### config.mk
export PLATFORM = sky130hd
export DESIGN_NAME = encoder4to2_sync
export DESIGN_NICKNAME = d
export VERILOG_FILES = /design/src/rtl/encoder_pkg.sv /design/src/rtl/prio_pick4.sv /design/src/rtl/encoder4to2_sync.sv
export SDC_FILE = /design/constraint.sdc
export NUM_CORES = 1
export LEC_CHECK = 0
export ABC_AREA = 1
export CORE_AREA = 3 3 40 42
export CTS_CLUSTER_DIAMETER = 120
export DETAILED_ROUTE_END_ITERATION = 8
export DIE_AREA = 0 0 43 45
export PLACE_DENSITY = 0.52
export SETUP_SLACK_MARGIN = 0.05
export SLEW_MARGIN = 0
export SYNTH_ARGS = -nofsm -noshare
export SYNTH_HDL_FRONTEND = slang
export SYNTH_SLANG_ARGS = --single-unit
### constraint.sdc
create_clock -name clk -period 1.3 [get_ports clk]
set_input_delay 0.195 -clock clk [delete_from_list [all_inputs] [get_ports clk]]
set_output_delay 0.195 -clock clk [all_outputs]
set_load 0.05 [all_outputs]
### src/rtl/encoder_pkg.sv
// Shared sizes, FSM state type and reset values for the registered 4-to-2 encoder.
// Used by encoder4to2_sync and prio_pick4.
package encoder_pkg;

    localparam int N_LINES = 4;
    localparam int IDX_W   = 2;

    typedef enum logic {
        IDLE = 1'b0,
        HOLD = 1'b1
    } state_t;

    localparam logic [IDX_W-1:0]   A_RST   = '0;
    localparam logic [N_LINES-1:0] P_RST   = '0;
    localparam logic [IDX_W-1:0]   PTR_RST = 2'b11;

    function automatic logic [N_LINES-1:0] idx2onehot(input logic [IDX_W-1:0] idx);
        return N_LINES'(1) << idx;
    endfunction

endpackage

### src/rtl/prio_pick4.sv
// Combinational picker over the pending vector: fixed highest-index priority by default,
// round-robin from i_start when ENCODER_RR_EN is defined. Zero latency, no backpressure.
module prio_pick4
    import encoder_pkg::*;
(
    input  logic [N_LINES-1:0] i_p,
    input  logic [IDX_W-1:0]   i_start,
    output logic               o_found,
    output logic [IDX_W-1:0]   o_idx,
    output logic [N_LINES-1:0] o_clr
);

`ifdef ENCODER_RR_EN
    logic [IDX_W-1:0] w_cand;

    // Walk upward from i_start; the 2-bit add wraps 3 -> 0 naturally.
    always_comb begin
        o_found = 1'b0;
        o_idx   = '0;
        w_cand  = '0;
        for (int k = 0; k < N_LINES; k++) begin
            w_cand = i_start + IDX_W'(k);
            if (!o_found && i_p[w_cand]) begin
                o_found = 1'b1;
                o_idx   = w_cand;
            end
        end
    end
`else
    logic w_unused_start;
    assign w_unused_start = ^i_start;

    // Later iterations overwrite earlier ones, so the highest set index wins.
    always_comb begin
        o_found = 1'b0;
        o_idx   = '0;
        for (int i = 0; i < N_LINES; i++) begin
            if (i_p[i]) begin
                o_found = 1'b1;
                o_idx   = IDX_W'(i);
            end
        end
    end
`endif

    assign o_clr = o_found ? idx2onehot(o_idx) : '0;

endmodule

### src/rtl/encoder4to2_sync.sv
// Registered 4-to-2 encoder: captures requests into P, grants one index per valid/ready transfer.
// Latency 2 cycles D->valid, 1 grant/cycle when ready; ready=0 freezes A/valid while P keeps collecting.
// Optional round-robin selection with ENCODER_RR_EN (otherwise fixed highest-index priority).
module encoder4to2_sync
    import encoder_pkg::*;
(
    input  logic               clk,
    input  logic               rst_n,
    input  logic [N_LINES-1:0] D,
    output logic [IDX_W-1:0]   A,
    output logic               valid,
    input  logic               ready,
    output logic [N_LINES-1:0] pend
);

    state_t             r_state;
    state_t             w_state_nxt;
    logic [N_LINES-1:0] r_pend;
    logic [N_LINES-1:0] w_pend_nxt;
    logic [N_LINES-1:0] w_clr;
    logic [N_LINES-1:0] w_pick_clr;
    logic [IDX_W-1:0]   r_a;
    logic [IDX_W-1:0]   w_a_nxt;
    logic [IDX_W-1:0]   w_start;
    logic [IDX_W-1:0]   w_pick_idx;
    logic               r_valid;
    logic               w_valid_nxt;
    logic               w_found;
    logic               w_load;

`ifdef ENCODER_RR_EN
    logic [IDX_W-1:0] r_ptr;

    assign w_start = r_ptr + IDX_W'(1);

    always_ff @(posedge clk or negedge rst_n) begin
        if (!rst_n) begin
            r_ptr <= PTR_RST;
        end else if (w_load) begin
            r_ptr <= w_pick_idx;
        end
    end
`else
    assign w_start = '0;
`endif

    prio_pick4 u_pick (
        .i_p     (r_pend),
        .i_start (w_start),
        .o_found (w_found),
        .o_idx   (w_pick_idx),
        .o_clr   (w_pick_clr)
    );

    always_comb begin
        w_state_nxt = r_state;
        w_a_nxt     = r_a;
        w_valid_nxt = r_valid;
        w_load      = 1'b0;
        case (r_state)
            IDLE: begin
                w_valid_nxt = 1'b0;
                if (w_found) begin
                    w_load      = 1'b1;
                    w_a_nxt     = w_pick_idx;
                    w_valid_nxt = 1'b1;
                    w_state_nxt = HOLD;
                end
            end
            HOLD: begin
                if (ready) begin
                    if (w_found) begin
                        w_load  = 1'b1;
                        w_a_nxt = w_pick_idx;
                    end else begin
                        w_valid_nxt = 1'b0;
                        w_state_nxt = IDLE;
                    end
                end
            end
            default: begin
                w_valid_nxt = 1'b0;
                w_state_nxt = IDLE;
            end
        endcase
        // OR-ing D after the clear lets a same-cycle re-request survive.
        w_clr      = w_load ? w_pick_clr : '0;
        w_pend_nxt = (r_pend & ~w_clr) | D;
    end

    always_ff @(posedge clk or negedge rst_n) begin
        if (!rst_n) begin
            r_state <= IDLE;
            r_pend  <= P_RST;
            r_a     <= A_RST;
            r_valid <= 1'b0;
        end else begin
            r_state <= w_state_nxt;
            r_pend  <= w_pend_nxt;
            r_a     <= w_a_nxt;
            r_valid <= w_valid_nxt;
        end
    end

    assign A     = r_a;
    assign valid = r_valid;
    assign pend  = r_pend;

    a_hold_stable: assert property (@(posedge clk) disable iff (!rst_n)
        (r_valid && !ready) |=> (r_valid && $stable(r_a)));

    a_valid_state: assert property (@(posedge clk) disable iff (!rst_n)
        r_valid == (r_state == HOLD));

endmodule

==> metrics <==
final hold slack 212 ps; PnR worst setup slack 198 ps; WL final 682 um; Top-Level Pins 14; critical path's top delay family flip-flops; setup repair bufs after CTS 0; Pre-Repair DR Iteration Count 4; Tcrit/Tclk final 84.7%; initial antenna violation count 0; cells on worst reg2reg path 4; MaxCap Viol Count 0; CTS tree built; Seq cells post-synth 8; worst reg2reg setup slack 330 ps; CP arrival 910 ps; Slew headroom 76.1%; total track usage 9.66%; final critical-path required period 1100 ps; Sink Count 8; slowest stage delay, CP 480 ps; drt via density 4.33; crit path kind flop to output port; Cells after Synth 39; switching share of power 28.2%; Flop pwr share 45.6%; Core Box Area 1280 sq um; # rows 13; area leader, netlist dfrtp_1; worst r2r src pend[2]; Clock Tree Buf Depth 2; Worst-Skew Late Latency 260 ps; cells along the critical path buf_12; Die W 43 um; RSZ-0062 raised after global routing false; final setup TNS 0 ps; mean routed wirelength per cell 9.74 um; dpl cells 67; fin cells 70; nets@finish 64; Clock Power Share 31.4%; final hold viol count 0; internal power 0.437 mW; initial drt markers 3; worst hold path type primary input to async pin; Worst Max-Slew Pin Slew 358 ps; Worst path slowest cell dfrtp_1; Pins Over Slew Limit 0; status complete, no violations; die area 1940 sq um; startpoint types flop; crit end category output port; top cells by area, synth dfrtp_1 (54%), nand2_1 (11%), inv_1 (8.2%); first-pass GRT wire length 1.20 mm; pre-CTS WS 138 ps; post-synth net total 46; Final HPWL DP 522 um; post-route ant nets 0; CP required 1110 ps; power density over the cells 1000 nW/um^2; H-tree Lvls 1; clock skew 3.04 ps; worst path buffer plus inverter count 1; vias in the first global route 290; Inserted Clock Buffers 3; Yosys cell types 14; Core Util, Final 47.4%; Mapped Area 368 sq um; Max VDD drop 539 uV; # hold bufs at CTS 0; global route overflow 0; clk slew on worst S/H paths 50 ps; starting density of the core 28.6%; Yosys warning total 0; PostCTS Resize Cnt 0; cell depth of the worst setup path 1; layout cells sized above 1 29.1%; Post-route DRC 0; die height 45 um; via count 303; Design Area, Final 609 sq um; Cell Area, Placed 587 sq um; port bufs 13; Syn-to-layout area delta 65.6%; Syn Area/Cell 9.43 sq um; largest net degree at the start of global routing 9; Yosys top cell area share 54.4%; Power Total 0.610 mW; Max Freq 0.908 GHz; sequential area share after synthesis 54.4%; Switch Pwr 0.172 mW; endpoints failing setup 0; LEAKAGE 0.318 nW; end of the worst register-to-register path pend[1]; Placer Congestion 0.692; ANT cells 0; combinational power share 22.9%; Worst Path Max Fanout 5; CTS Root Cell clkbuf_4
## power by group through the flow
stage               logic [mW]  registers [mW]  clock network, mW
floorplan               0.0251           0.317                  0
global placement         0.141           0.283                  0
detailed placement       0.142           0.283                  0
CTS                      0.142           0.278              0.207
global route             0.148           0.280              0.222
finish                   0.140           0.278              0.192
## per-layer routing
layer	global-route usage (%)	wire length [um]
met1	9.16	265
met2	13.2	301
met3	6.37	73
met4	10.8	41
met5	0	0
## registers in the layout, indices dropped and copies added (netlist names)
name and count:
pend 4, A 2, r_state 1, valid 1
## cell type report
| type | instances | area, sq um |
|---|---|---|
| fillers | 134 | 676 |
| flip-flops and latches | 8 | 200 |
| repair buffers | 13 | 200 |
| multi-input cells | 23 | 138 |
| inverters | 8 | 30.0 |
| clock buffers | 3 | 22.5 |
| well taps | 15 | 18.8 |
## cells by family (layout without fill, tap and decap cells)
logic type	count (synthesis)	count (layout)	synth area share [%]
AOI/OAI and AO/OA	5	5	9.19
buffers and inverters	8	24	8.16
DFF	8	8	54.4
and+or+nand+nor	18	18	28.2
## worst max-delay path by stage
stage | slack, ps | end | startpoint
2_1_floorplan | 110 | A[1] | pend[1]
3_3_place_gp | 140 | pend[2] | ready
3_5_place_dp | 140 | pend[2] | ready
4_1_cts | 180 | pend[2] | pend[2]
5_1_grt | 160 | pend[2] | pend[2]
6_report | 200 | pend[2] | pend[2]
## synth_stat cells
cell	n
nor2_4	1
nand2_2	1
dfrtp_1	8
nand2_1	11
nand4_2	1
nand3_2	1
nand4_1	1
o21bai_1	1
nand3_1	1
o211ai_1	1
inv_1	8
nand2_4	1
a21o_2	1
o21ai_0	2
## layout by cell type (no fill, tap or decap), types with 2 or more instances in the layout
cell type / count
buf_12: 7
nand2_1: 11
clkbuf_4: 3
clkdlybuf4s50_1: 6
inv_1: 8
dfrtp_1: 8
o21ai_0: 2
No activity file was read; power rests on OpenSTA's default activity.
==> RTL change, RTL diff (config.mk and constraints unchanged) <==
`N_LINES`: 4 -> 5.
--- a/src/rtl/encoder_pkg.sv
+++ b/src/rtl/encoder_pkg.sv
@@ -4,3 +4,3 @@
 
-    localparam int N_LINES = 4;
+    localparam int N_LINES = 5;
     localparam int IDX_W   = 2;
Ports: changed (resized D and pend); port bits go from 14 to 16. The function was not compared with the original's and may differ.
==> RTL change against the unedited design <==
- core utilization rose by 7.1 points
- global-route usage rose by 0.32 points
- critical path type unchanged
- register-to-register slack got worse by 0.11 ns
- first-iteration DRC count fell by 100%
- sequential cell count rose by 1
- area after synthesis rose by 15%
- total power fell by 6.7%
- routed wire length rose by 14%
- clock skew fell by 0.0018 ns
- die area did not move
- cell area rose by 15%
- setup slack improved by 0.0011 ns
==> RTL change: results (changes against the unedited design) <==
Status
  – Outcome: complete, no violations (unchanged)

Power
  – P_sw: 0.1279 mW (was 0.1721 mW)
  – Clock share of power: 36.6% (was 31.4%)
  – P_seq: 0.289 mW (was 0.278 mW)
  – P per Cell Area: 811.9 nW/um^2 (was 1000 nW/um^2)
  – Max VDD drop: 0.5094 mV (was 0.5392 mV)
  – Leak Pwr: 0.3408 nW (was 0.3183 nW)

Layout
  – Share of cells above drive strength 1: 27.14% (was 29.09%)
  – FILL cells: 127 (was 134)
  – Nets: 79 (was 64)
  – Max reg flops: 5 (was 4)
  – Diode count: 0 (unchanged)

Placed design
  – # port buffers: 15 (was 13)
  – Detail Placement HPWL: 608.7 um (was 521.7 um)
  – GPL Wtd Cong: 0.7352 (was 0.6915)

Clock network
  – Post-CTS Setup Inserts: 0 (unchanged)
  – Clock tree buffer depth: 2 (unchanged)
  – Clk Tree Root Cell: clkbuf_4 (unchanged)
  – CTS clk-pin slew, worst paths: approximately 0.06 ns
  – Post-cts sizing count: 0 (unchanged)
  – Worst skew pair latency: 0.25 ns
  – TritonCTS Buffers: 3 (unchanged)
  – Htree depth: 1 (unchanged)

Routing
  – DR vias/cell: 4.247 (was 4.329)
  – DR iter-0 viols: 0 (was 3)
  – Drt first pass iters: 1 (was 4)
  – Routed len/inst: 9.118 um (was 9.743 um)

Setup path
  – Reg2Reg Capture Point: pend[0]$_DFF_PN0_ (was pend[1]$_DFF_PN0_)
  – Slowest stage cell, crit path: dfrtp_1 (unchanged)
  – Slowest stage delay, CP: 0.48 ns (about the same)
  – WP data arrival: 0.91 ns (about the same)
  – Capture point of the worst path: pend[3] (was pend[2])
  – CP startpoint kind: register (unchanged)
  – Worst reg2reg path depth: 6 (was 4)
  – Crit path max-delay family: flip-flops (unchanged)
  – Peak fanout along the critical path: 4 (was 5)
  – R2R setup slack: 0.22 ns (was 0.33 ns)
  – Reg-to-reg startpoint: pend[3]$_DFF_PN0_ (was pend[2]$_DFF_PN0_)

Global route
  – Initial antenna violation count: 0 (unchanged)
  – Vias in the first global route: 337 (was 290)
  – Largest net degree at the start of global routing: 10 (was 9)
  – GRT Total Usage: 9.983% (was 9.664%)
  – First-pass GRT wire length: 1.414 mm (was 1.200 mm)

Synth
  – Area contributors post-synth: dfrtp_1, nand2_1, inv_1 (unchanged)
  – Synth cell types: 14 (unchanged)
  – Seq/Total Area, Yosys: 53.25% (was 54.42%)
  – Synth Area in Compound Gates: 7.396% (was 9.184%)
  – Syn nets: 59 (was 46)
  – Synth cell count leaders: nand2_1, inv_1, dfrtp_1, nor2_1, o21ai_0 (was nand2_1, dfrtp_1, inv_1, o21ai_0)
  – Ys async rst share: 100.0% (unchanged)
  – Ys Warns: 0 (unchanged)
  – Synth Area in XOR/XNOR: 0% (unchanged)

Worst hold path
  – Hold Path Class: in -> async (unchanged)

Floorplanning
  – FP Rows: 13 (unchanged)

Timing
  – Clock Skew: 0.001257 ns (was 0.003036 ns)
  – Worst-Margin Slew: 0.4052 ns (was 0.3579 ns)
-- RTL change: cell type report --
type	count	share of cell area, %
clock buffers	4	3.750
inverters	13	6.964
multi-input cells	29	21.25
flip-flops and latches	9	32.50
well taps	15	2.679
repair buffers	15	32.86
-- RTL change: layer usage --
layer / vias to the layer above / global-route usage [%] / share of wire (%)
li1: 189 / - / -
met1: 157 / 13.30 / 46
met2: 13 / 14.07 / 43
met3: 2 / 2.390 / 10
met4: 0 / 7.229 / 0.77
met5: - / 0 / 0
-- RTL change: through the flow --
step / instance area (um^2) / instances / setup slack, ns / util (%) / hold slack (ns)
after floorplan: 425.4 / 51 / 0.02853 / - / -0.1006
after global placement: 674.4 / 81 / 0.09092 / 52.48 / 0.5223
after detailed placement: 674.4 / 81 / 0.09152 / 52.48 / 0.5230
after CTS: 700.7 / 85 / 0.1765 / 54.53 / 0.2437
after global routing: 700.7 / 85 / 0.08568 / 54.53 / 0.2685
final: 700.7 / 85 / 0.1994 / 54.53 / 0.2364
